### src/rtl/cpu_pkg.sv
// Shared definitions for the decode/execute core and its ALU:
// opcode constants, instruction field widths and the sequencer state encoding.
package cpu_pkg;

  localparam int OPC_W  = 4;
  localparam int RIDX_W = 2;
  localparam int DATA_W = 4;
  localparam int PC_W   = 8;

  localparam logic [OPC_W-1:0] OP_NOP  = 4'h0;
  localparam logic [OPC_W-1:0] OP_ADD  = 4'h1;
  localparam logic [OPC_W-1:0] OP_SUB  = 4'h2;
  localparam logic [OPC_W-1:0] OP_AND  = 4'h3;
  localparam logic [OPC_W-1:0] OP_OR   = 4'h4;
  localparam logic [OPC_W-1:0] OP_INC  = 4'h5;
  localparam logic [OPC_W-1:0] OP_NOT  = 4'h6;
  localparam logic [OPC_W-1:0] OP_LSL  = 4'h7;
  localparam logic [OPC_W-1:0] OP_LSR  = 4'h8;
  localparam logic [OPC_W-1:0] OP_LDI  = 4'h9;
  localparam logic [OPC_W-1:0] OP_BZ   = 4'hA;
  localparam logic [OPC_W-1:0] OP_BN   = 4'hB;
  localparam logic [OPC_W-1:0] OP_JMP  = 4'hC;
  localparam logic [OPC_W-1:0] OP_HALT = 4'hF;

  typedef enum logic [2:0] {
    ST_BOOT    = 3'd0,
    ST_FETCH   = 3'd1,
    ST_OPERAND = 3'd2,
    ST_EXEC    = 3'd3,
    ST_WB      = 3'd4,
    ST_HALT    = 3'd5
  } state_e;

  function automatic logic is_alu_op(input logic [OPC_W-1:0] op);
    return (op >= OP_ADD) && (op <= OP_LSR);
  endfunction

  function automatic logic is_branch_op(input logic [OPC_W-1:0] op);
    return (op == OP_BZ) || (op == OP_BN) || (op == OP_JMP);
  endfunction

endpackage

### src/rtl/regfile4x4.sv
// Four 4-bit registers: two combinational read ports, one synchronous write port.
// Read data follows the address in the same cycle; asynchronous active-low clear.
module regfile4x4
  import cpu_pkg::*;
(
  input  logic              clk_i,
  input  logic              rst_ni,
  input  logic              we_i,
  input  logic [RIDX_W-1:0] waddr_i,
  input  logic [DATA_W-1:0] wdata_i,
  input  logic [RIDX_W-1:0] raddr_a_i,
  input  logic [RIDX_W-1:0] raddr_b_i,
  output logic [DATA_W-1:0] rdata_a_o,
  output logic [DATA_W-1:0] rdata_b_o
);

  logic [DATA_W-1:0] regs_q [4];

  always_ff @(posedge clk_i or negedge rst_ni) begin
    if (!rst_ni) begin
      for (int i = 0; i < 4; i++) begin
        regs_q[i] <= '0;
      end
    end else if (we_i) begin
      regs_q[waddr_i] <= wdata_i;
    end
  end

  assign rdata_a_o = regs_q[raddr_a_i];
  assign rdata_b_o = regs_q[raddr_b_i];

endmodule

### src/rtl/decode_exec.sv
// Byte-serial fetch/decode/execute sequencer driving an external registered ALU.
// ALU ops retire 2 clocks after the fetch-ack edge; fetches stall on imem_ack.
// DECODE_EXEC_BRANCH_EN enables BZ/BN/JMP; otherwise those opcodes are 1-byte NOPs.
module decode_exec
  import cpu_pkg::*;
(
  input  logic       clk,
  input  logic       rst_n,
  output logic [7:0] imem_addr,
  output logic       imem_req,
  input  logic       imem_ack,
  input  logic [7:0] imem_data,
  output logic [3:0] alu_op,
  output logic [3:0] alu_rx,
  output logic [3:0] alu_ry,
  input  logic [3:0] alu_out,
  input  logic       alu_z,
  input  logic       alu_n,
  output logic       flag_z,
  output logic       flag_n,
  output logic       halted
);

  state_e            state_q, state_d;
  logic [PC_W-1:0]   pc_q, pc_d;
  logic [7:0]        ir_q, ir_d;
  logic              flag_z_q, flag_z_d;
  logic              flag_n_q, flag_n_d;

  logic              rf_we;
  logic [DATA_W-1:0] rf_wdata;
  logic [DATA_W-1:0] rf_rdata_a;
  logic [DATA_W-1:0] rf_rdata_b;

  logic [OPC_W-1:0]  fetch_opc;
  logic [OPC_W-1:0]  ir_opc;
  logic [RIDX_W-1:0] ir_rd;
  logic [RIDX_W-1:0] ir_rs;
  logic              exec_active;

  assign fetch_opc = imem_data[7:4];
  assign ir_opc    = ir_q[7:4];
  assign ir_rd     = ir_q[3:2];
  assign ir_rs     = ir_q[1:0];

  regfile4x4 u_regfile (
    .clk_i     (clk),
    .rst_ni    (rst_n),
    .we_i      (rf_we),
    .waddr_i   (ir_rd),
    .wdata_i   (rf_wdata),
    .raddr_a_i (ir_rd),
    .raddr_b_i (ir_rs),
    .rdata_a_o (rf_rdata_a),
    .rdata_b_o (rf_rdata_b)
  );

  always_comb begin
    state_d  = state_q;
    pc_d     = pc_q;
    ir_d     = ir_q;
    flag_z_d = flag_z_q;
    flag_n_d = flag_n_q;
    rf_we    = 1'b0;
    rf_wdata = alu_out;

    case (state_q)
      ST_BOOT: state_d = ST_FETCH;

      ST_FETCH: begin
        if (imem_ack) begin
          ir_d = imem_data;
          pc_d = pc_q + 8'd1;
          if (is_alu_op(fetch_opc)) begin
            state_d = ST_EXEC;
`ifdef DECODE_EXEC_BRANCH_EN
          end else if ((fetch_opc == OP_LDI) || is_branch_op(fetch_opc)) begin
`else
          end else if (fetch_opc == OP_LDI) begin
`endif
            state_d = ST_OPERAND;
          end else if (fetch_opc == OP_HALT) begin
            state_d = ST_HALT;
          end else begin
            state_d = ST_FETCH;
          end
        end
      end

      ST_OPERAND: begin
        if (imem_ack) begin
          pc_d    = pc_q + 8'd1;
          state_d = ST_FETCH;
          if (ir_opc == OP_LDI) begin
            rf_we    = 1'b1;
            rf_wdata = imem_data[DATA_W-1:0];
          end
`ifdef DECODE_EXEC_BRANCH_EN
          // Untaken conditional branches fall through past their operand byte.
          if ((ir_opc == OP_JMP) ||
              ((ir_opc == OP_BZ) && flag_z_q) ||
              ((ir_opc == OP_BN) && flag_n_q)) begin
            pc_d = imem_data;
          end
`endif
        end
      end

      ST_EXEC: state_d = ST_WB;

      ST_WB: begin
        rf_we    = 1'b1;
        flag_z_d = alu_z;
        flag_n_d = alu_n;
        state_d  = ST_FETCH;
      end

      ST_HALT: state_d = ST_HALT;

      default: state_d = ST_BOOT;
    endcase
  end

  always_ff @(posedge clk or negedge rst_n) begin
    if (!rst_n) begin
      state_q  <= ST_BOOT;
      pc_q     <= '0;
      ir_q     <= '0;
      flag_z_q <= 1'b0;
      flag_n_q <= 1'b0;
    end else begin
      state_q  <= state_d;
      pc_q     <= pc_d;
      ir_q     <= ir_d;
      flag_z_q <= flag_z_d;
      flag_n_q <= flag_n_d;
    end
  end

  assign exec_active = (state_q == ST_EXEC);

  assign imem_addr = pc_q;
  assign imem_req  = (state_q == ST_FETCH) || (state_q == ST_OPERAND);
  assign halted    = (state_q == ST_HALT);
  assign flag_z    = flag_z_q;
  assign flag_n    = flag_n_q;
  assign alu_op    = exec_active ? ir_opc     : '0;
  assign alu_rx    = exec_active ? rf_rdata_a : '0;
  assign alu_ry    = exec_active ? rf_rdata_b : '0;

endmodule

### config.mk
export PLATFORM = sky130hd
export DESIGN_NAME = decode_exec
export DESIGN_NICKNAME = d
export VERILOG_FILES = /design/src/rtl/cpu_pkg.sv /design/src/rtl/regfile4x4.sv /design/src/rtl/decode_exec.sv
export SDC_FILE = /design/constraint.sdc
export NUM_CORES = 1
export LEC_CHECK = 0
export BUFFER_PORTS_ARGS = -buffer_cell sky130_fd_sc_hd__buf_4
export CAP_MARGIN = 15
export CORE_MARGIN = 4
export CORE_UTILIZATION = 35
export CTS_CLUSTER_DIAMETER = 30
export DETAILED_ROUTE_END_ITERATION = 12
export GPL_ROUTABILITY_DRIVEN = 0
export HOLD_SLACK_MARGIN = 0.1
export PLACE_DENSITY = 0.54
export SYNTH_ARGS = -nofsm -noshare
export SYNTH_HDL_FRONTEND = slang
export SYNTH_SLANG_ARGS = --single-unit
### constraint.sdc
create_clock -name clk -period 1.7 [get_ports clk]
set_input_delay 0.34 -clock clk [delete_from_list [all_inputs] [get_ports clk]]
set_output_delay 0.34 -clock clk [all_outputs]
set_load 0.005 [all_outputs]
# Word level (Yosys, flattened, before mapping)
# Index checks and enable logic that the tools add are counted.
classes:
  n_reduce_logical: 9
  addsub: 1
  magnitude_cmp: 5
  n_bitwise: 2
  n_mux: 24
  n_eq_ne: 10
op_table:
  columns: ["operator", "count"]
  rows:
  - ["2-to-1 mux 4 bit", 11]
  - ["binary-select mux 4 bit (select 2 bit)", 2]
  - ["bitwise mux 16 bit", 1]
  - ["2-to-1 mux 3 bit", 5]
  - ["case mux 3 bit (5 select lines)", 1]
  - ["== test 4 bit, second input constant", 3]
  - ["adder 8 x 1 -> 8 bit, second input constant", 1]
  - ["demux 4 bit (select 2 bit)", 1]
  - ["== test 3 x 2 -> 1 bit, second input constant", 2]
  - ["== test 3 bit, second input constant", 2]
  - [">= comparator 3 bit, second input constant", 2]
  - ["NOT 2 -> 3 bit", 2]
  - ["AND reduction 2 bit", 3]
  - [">= comparator 4 x 1 -> 1 bit, second input constant", 1]
  - ["<= comparator 4 bit, second input constant", 1]
  - ["inequality test 2 bit, second input constant", 2]
  - ["OR reduction 2 bit", 2]
  - ["== test 3 x 1 -> 1 bit, second input constant", 1]
  - ["zero test 3 bit", 1]
  - ["less-than comparator 3 x 1 -> 1 bit, second input constant", 1]
  - ["logical AND 1 bit", 2]
  - ["2-to-1 mux 1 bit", 2]
  - ["case mux 1 bit (2 select lines)", 1]
  - ["logical OR 1 bit", 1]
word_totals:
  register_bits: 37
  inputBits: 17

# Logic depth before layout (Yosys ltp)
# Gate-level depths: netlist of run 1.
depth:
  word_depth: 6
  depth_mapped: 6
  depth_no_buf: 4

# By module
# Synthesis of run 1 repeated with hierarchy kept, for this count alone.
unflattened:
  cells_unflattened: 145
  hier_area_um2: 1969.4
modules_own_cells:
  columns: ["mod", "cells_each", "seq_area_each_um2", "n_inst", "area_each_um2"]
  rows:
  - ["decode_exec", 101, 525.5, 1, 1162.4]
  - ["regfile4x4", 44, 400.4, 1, 807.0]

# Least setup slack after synthesis of run 1
# Ideal clock, no wire load.
synth_timing:
  kind: "register to register"
  from: "register state_q[2]"
  to: "register ir_q[0]"
  required_time_ns: 1.575
  path_slack_ns: 0.123
  arrival_time_ns: 1.453
  stages_incl_launch_ff: 6
  path_buffers: 2
  cell_sequence: "dfrtp_1 > buf_4 > nand2b_4 > buf_6 > nor3b_4 > mux2_2"
synth_via:
  elab_chain_cells: 2
synth_lines:
  columns: ["element", "line", "rtl"]
  rows:
  - ["from (decl)", "decode_exec.sv:24", "state_e state_q, state_d;"]
  - ["from (signal assigned)", "decode_exec.sv:132", "state_q <= state_d;"]
  - ["== test 3 x 1 -> 1 bit", "decode_exec.sv:67", "case (state_q)"]
  - ["AND reduction 2 bit (no source line)", null, null]
  - ["to (signal assigned)", "decode_exec.sv:134", "ir_q <= ir_d;"]
  - ["to (decl)", "decode_exec.sv:26", "logic [7:0] ir_q, ir_d;"]
# Every way passes these cells.
# A chain may end at the register's enable or synchronous reset.

# Worst setup path in the final report of run 1
layout_timing:
  from: "register ir_q[2]"
  to: "output alu_rx[0]"
layout_via:
  elab_chain_cells: 5
layout_lines:
  columns: ["element", "line", "rtl"]
  rows:
  - ["NOT 2 -> 3 bit (not written as such)", "regfile4x4.sv:29", "assign rdata_a_o = regs_q[raddr_a_i];"]
  - ["binary-select mux 4 bit (select 2 bit)", "regfile4x4.sv:29", null]
  - ["2-to-1 mux 4 bit (not written as such) (2 in series)", "regfile4x4.sv:29", null]
  - ["2-to-1 mux 4 bit", "decode_exec.sv:148", "assign alu_rx = exec_active ? rf_rdata_a : '0;"]
  - ["to (decl)", "decode_exec.sv:14", "output logic [3:0] alu_rx,"]
# Every way passes these cells. The select of a mux whose other input is x is not followed.

==> results of run 1 <==
cells by family after synthesis:
family          share of synthesized area, %
simple gates                            27.2
compound gates                          12.4
flops                                   39.1
buf+inv                                 6.02
mux                                     11.9
xor+xnor                                2.96
fa+ha+maj                              0.528
area by class of cell:
class,instances,share of cell area [%]
well taps,77,3.15
clock inverters,3,2.13
clock buffers,5,2.25
repair buffers,62,17.3
multi-input cells,169,44.7
flip-flops and latches,37,30.5
report_power, final:
group / switching [mW] / internal, mW / total [mW]
clock network: 0.329 / 0.583 / 0.912
logic: 0.928 / 1.25 / 2.17
registers: 0.390 / 1.15 / 1.54
timing repair:
item,in CTS,in global routing
hold buffers,1,0
endpoints found under the setup margin,13,13
endpoints found under the hold margin,37,0
gates resized for setup,11,22
setup buffers,2,2
cloned,0,0
pin swaps,8,2
metrics by stage:
step                hold slack (ns)  std cells  TNS (ns)  worst slack (ns)
finish                        0.238        353     -1.26            -0.176
global route                  0.232        353     -1.75            -0.234
CTS                           0.232        351     -1.42            -0.191
detailed placement            0.343        340         0            0.0199
global placement              0.344        340         0            0.0504
floorplan                    0.0444        228         0             0.123
worst max-delay path, stage by stage, from the launching register on:
cell     delay (ns)
dfrtp_2        0.47
mux4_2         0.51
and2_1         0.14
buf_4          0.13
worst max-delay path by stage:
stage                    start   endpoint  slack [ns]  cells past startpoint
floorplan           state_q[2]    ir_q[0]        0.12                      5
global placement       ir_q[2]  alu_rx[2]        0.05                      3
detailed placement     ir_q[2]  alu_rx[1]        0.02                      3
CTS                    ir_q[2]  alu_rx[0]       -0.19                      3
global route           ir_q[0]  alu_ry[0]       -0.23                      3
finish                 ir_q[2]  alu_rx[0]       -0.18                      3
layer usage:
layer  track usage, %  vias up  wire (µm)
li1                 -      973          -
met3             3.17        7        303
met5                0        -          0
met4             4.21        0         59
met2             24.5       65       3000
met1             21.8     1009       2880
synthesized netlist by cell type, types with 2 or more instances:
| cell | number | area (µm²) |
|---|---|---|
| nand4_1 | 16 | 100 |
| o21a_1 | 4 | 30.0 |
| nand3_1 | 24 | 120 |
| o21ai_0 | 2 | 10.0 |
| a2bb2oi_1 | 4 | 35.0 |
| nand2_1 | 11 | 41.3 |
| a22oi_1 | 8 | 60.1 |
| nor3_1 | 4 | 20.0 |
| mux4_2 | 8 | 180 |
| a31oi_1 | 5 | 31.3 |
| mux2_2 | 9 | 101 |
| xor2_1 | 7 | 61.3 |
| nor2b_1 | 2 | 12.5 |
| buf_4 | 2 | 15.0 |
| buf_6 | 6 | 67.6 |
| and2_1 | 13 | 81.3 |
| buf_2 | 5 | 25.0 |
| nor3b_1 | 3 | 22.5 |
| o211ai_1 | 16 | 120 |
| nand2b_1 | 2 | 12.5 |
| nor2_1 | 6 | 22.5 |
| nand4bb_1 | 2 | 22.5 |
| clkbuf_1 | 8 | 30.0 |
| dfrtp_1 | 37 | 926 |
| nor4_1 | 2 | 12.5 |
| and3b_1 | 9 | 78.8 |
flip-flops by register name (all words and copies together) (netlist names):
name              cells
flag_n                1
flag_z                1
ir_q                  8
u_regfile.regs_q     16
state_q               3
imem_addr             8
==> summary.md, run 1 <==
| Metric | Value |
|---|---|
| Crit path setup slack, layout | -0.176 ns |
| Most common flop cell mapped by yosys | dfrtp_1 |
| Synth unique cells | 39 |
| DRT Pass-1 Iters | 4 |
| Hold Path Stages | 3 |
| Residual DRC | 0 |
| Maximum VDD drop | between 0.8 and 0.9 mV |
| H-tree depth | 2 |
| DRT iter0 DRCs | between 150 and 200 |
| Mapped Avg Cell Area | about 10 µm² |
| Tmin final | around 1.9 ns |
| Final setup vio count | 8 |
| WP data required | 1.36 ns |
| CTS tree | built |
| Root buffer cell | clkbuf_8 |
| Class of the most critical setup path | flop to output port |
| Initial Util | 36.7% |
| Vias in the first global route | ~1,900 |
| Reg2Reg Depth | 5 |
| Initial antenna violation count | 0 |
| Grt ovf | 0 |
| Worst-path clk slew | ~0.08 ns |
| First-pass GRT wire length | between 10,000 and 15,000 µm |
| Worst slew margin | roughly two thirds |
| Register-to-register setup slack | 0.11 ns |
| R2r endpoint | u_regfile.regs_q[15] |
| Core Rows | 29 |
| Commonest non-fill, non-tap cell in the layout | buf_4 |
| Overall Global Routing Usage | 15.6% |
| Hold Path Class | input port to flop |
| Max Slew Vio Count | 0 |
| Max_cap viols | 0 |
| Final Util | 47.3% |
| DR WL/cell | approximately 18 µm |
| Worst hold start | alu_z |
| Fmax | approximately 530 MHz |
| Detailed Place HPWL | 4310 µm |
| Worst-Skew Late Latency | about 0.29 ns |
| Mapped Cells | between 200 and 250 |
| Hold Violations, Final | 0 |
| Leak | about 1.2 nW |
| Crit Path Max Fanout | 6 |
| Layout filler cell count | slightly above 600 |
| Final Instance Area | roughly 3100 µm² |
| Number of diodes | 0 |
| Die width | between 90 and 100 µm |
| PnR Total Power | between 4 and 5 mW |
| Unrepaired setup endpoints after global routing | true |
| Die Span Y | ~90 µm |
| Via density | roughly 5.8 |
| Pwr/cell area | around 1500 nW/µm² |
| NumNets Final | 293 |
| Via Count | about 2,100 |
| Num CTS Buffers | 5 |
| Seq cells post-synth | 37 |
| Drt total wl | about 6200 µm |
| Final Cycle Share | 110% |
| Asr flop ratio synth | 100% |
| Synthesized Nets | 246 |
| Largest net degree at the start of global routing | 38 |
| Area growth syn-to-layout | 29.0% |
| Warnings, synthesis | 0 |
| Cell Area, Synth | approximately 2400 µm² |
| I/O pin count | 41 |
| Run status | complete, but fails checks |
| Startpoint types | flop |
| Crit Reg-Reg Startpoint | state_q[0] |
| Register area | roughly 930 µm² |
| Crit end category | output port |
| Slew @ Worst Pin | around 0.5 ns |
| Number of flops mapped to enable cells by yosys | 0 |
| Post-route ant nets | 0 |
| PortBufs | 40 |
| Hold endpoint | flag_z |
| Layout cells sized above 1 | just under 40% |
| Final Skew | between 0.005 and 0.006 ns |
| Register area share after synthesis | 39.1% |
| CORE AREA | roughly 6500 µm² |
| TritonCTS Sinks | 37 |
| Multi-input gate area | 1370 µm² |
| Maximum root-to-sink buffer count | 2 |
| Critical path arrival | between 1.5 and 2 ns |
| Area after DPL | 2770 µm² |
| Die footprint | roughly 8100 µm² |
| Violated checks | setup timing |
| Most frequent cells in the layout | buf_4, dfrtp_1, nand3_1, o211ai_1, nand4_1 |
Note: power is estimated with default switching activity, not from simulation.
==> run 2, diff against run 1 <==
- CELL_PAD_IN_SITES_DETAIL_PLACEMENT: default -> 2
- CELL_PAD_IN_SITES_GLOBAL_PLACEMENT: default -> 2
- PLACE_DENSITY: 0.54 -> 0.78
- SKIP_CTS_REPAIR_TIMING: default -> 1
==> run 2 against run 1 <==
  * Largest cell class unchanged
  * Cell area fell by 3.6%
  * Final cell count fell by 1.7%
  * Core utilization fell by 1.7 points
  * Largest power group unchanged
  * Fmax fell by 2.0%
  * Flip-flop and latch count did not move
  * Register-to-register slack got worse by 0.05 ns
  * Clock power fell by 30%
  * First-iteration DRC count fell by 24%
  * Total power fell by 5.0%
  * Critical endpoint unchanged
  * The flow still finishes with violations (setup timing)
  * Non-clock buffer count fell by 5
  * Combinational power barely moved
  * Worst setup slack got worse by 0.037 ns
==> summary.md, run 2 (synthesis gave the netlist of run 1 again) <==
| Metric | Value |
|---|---|
| Run status | complete, but fails checks |
| Violated checks | setup timing |
| Root buffer cell | clkbuf_8 |
| Largest net degree at the start of global routing | 38 |
| Leak | between 1 and 1.5 nW |
| Residual DRC | 0 |
| Hold WS | ~0.25 ns |
| PortBufs | 40 |
| Layout filler cell count | between 600 and 700 |
| Hold Path Class | input port to flop |
| Final Cycle Share | 113% |
| Final Instance Area | between 2000 and 3000 µm² |
| Slew @ Worst Pin | 0.509 ns |
| I/O pin count | 41 |
| H-tree depth | 2 |
| Commonest non-fill, non-tap cell in the layout | buf_4 |
| Unrepaired setup endpoints after global routing | true |
| DR WL/cell | 21.9 µm |
| First-pass GRT wire length | about 12,000 µm |
| Sequential Power Share | about 36% |
| Detailed Place HPWL | ~5300 µm |
| R2r endpoint | u_regfile.regs_q[8] |
| Die Span Y | between 90 and 100 µm |
| Via Count | 2,102 |
| Hold endpoint | flag_n |
| Maximum VDD drop | about 0.71 mV |
| Die footprint | 8150 µm² |
| Worst-Skew Late Latency | approximately 0.30 ns |
| Vias in the first global route | between 2,000 and 2,500 |
| Worst slew margin | roughly two thirds |
| Tmin final | 1.91 ns |
| Crit path cell chain | mux4_2, and2_4, buf_6 |
| Via density | 6.06 |
| Fmax | 523 MHz |
| Worst hold start | alu_n |
| Clock share of power | roughly 14% |
| Most frequent cells in the layout | buf_4, dfrtp_1, nand3_1, o211ai_1, nand4_1 |
| Maximum root-to-sink buffer count | 2 |
| Initial antenna violation count | 0 |
| DRT iter0 DRCs | 115 |
| Final Skew | ~0.005 ns |
| TritonCTS Sinks | 37 |
| WP data required | 1.36 ns |
| Overall Global Routing Usage | 19.0% |
| Number of diodes | 0 |
| Critical path arrival | about 1.6 ns |
| Grt ovf | 0 |
| Crit-path max cell delay | roughly 0.54 ns |
| Max_cap viols | 0 |
| Biggest register | u_regfile.regs_q |
| Area growth syn-to-layout | 24.3% |
| Slowest-stage cell, CP | mux4_2 |
| Crit path setup slack, layout | -0.214 ns |
| CORE AREA | between 6000 and 7000 µm² |
| Startpoint types | flop |
| Num CTS Buffers | 5 |
| Max Slew Vio Count | 0 |
| Pwr/cell area | about 1500 nW/µm² |
| Area after DPL | around 2800 µm² |
| NumNets Final | between 200 and 300 |
| Psw | around 1.8 mW |
| Register-to-register setup slack | about 0.060 ns |
| Die width | roughly 90 µm |
| Largest register FFs | 16 |
| Hold Path Stages | 3 |
| Hold Violations, Final | 0 |
| Initial Util | between 30 and 40% |
| Post-route ant nets | 0 |
| Crit Reg-Reg Startpoint | state_q[0] |
| Class of the most critical setup path | flop to output port |
| Reg2Reg Depth | 5 |
| Worst-path clk slew | roughly 0.070 ns |
| Crit end category | output port |
| DRT Pass-1 Iters | 4 |
| CTS tree | built |
| Pint | approximately 2.6 mW |
| Final setup vio count | 9 |
| Layout cells sized above 1 | between 30 and 40% |
| Crit Path Max Fanout | 6 |
| Sw Share | around two fifths |
| Core Rows | 29 |
| Drt total wl | ~7600 µm |
| Comb pwr share | between 40 and 50% |
-- run 2: cell count changes in the layout (fill, tap and decap cells not counted), sizes merged --
cell	change
clkbuf	+2
clkinv	-1
buf	-5
bufinv	-2
-- run 2: per-layer routing --
metal,vias to the layer above,share of wire [%],track usage [%],wire (µm)
met5,-,0,0,0
met4,0,1.7,6.38,128
met3,13,4.0,3.42,303
met2,51,48,30.2,3640
met1,1085,46,26.1,3530
li1,953,-,-,-
-- run 2: layout make-up --
| type | count | area, µm² | area share (%) |
|---|---|---|---|
| clock buffer | 7 | 86.3 | 2.93 |
| timing repair buffer | 57 | 480 | 16.3 |
| multi-input combinational | 169 | 1350 | 45.9 |
| tap | 77 | 96.3 | 3.27 |
| sequential | 37 | 931 | 31.6 |
-- run 2: metrics by stage --
step                      power, mW  util [%]  std cells  TNS [ns]  setup WS, ns
after global placement         3.53      42.6        338   -0.0448       -0.0310
after detailed placement       3.65      42.6        338    -0.203       -0.0371
after floorplan                2.85         -        228         0         0.123
after global routing           4.69      45.6        347     -2.25        -0.274
final                          4.40      45.6        347     -1.58        -0.214
after CTS                      4.31      44.0        345     -3.67        -0.387
-- run 2: how the worst max path moves through the flow --
stage          slack [ns]  depth (start not counted)   endpoint       start
2_1_floorplan        0.12                          5    ir_q[0]  state_q[2]
3_3_place_gp        -0.03                          3  alu_rx[0]     ir_q[2]
3_5_place_dp        -0.04                          3  alu_ry[0]     ir_q[0]
4_1_cts             -0.39                          3  alu_rx[0]     ir_q[2]
5_1_grt             -0.27                          3  alu_ry[0]     ir_q[0]
6_report            -0.21                          3  alu_rx[0]     ir_q[2]
-- run 2: worst max-delay path, delay by kind of cell, from the launching register on --
kind | cells | cell delay [ns]
muxes | 1 | 0.54
and+or+nand+nor | 1 | 0.15
buffers and inverters | 1 | 0.10
DFF | 1 | 0.48
-- run 2: power groups by stage --
stage	sequential [mW]	combinational, mW	clock (mW)
global route	1.62	2.38	0.690
global placement	1.53	2.00	0
floorplan	1.38	1.46	0
detailed placement	1.57	2.08	0
CTS	1.55	2.10	0.663
finish	1.57	2.19	0.639
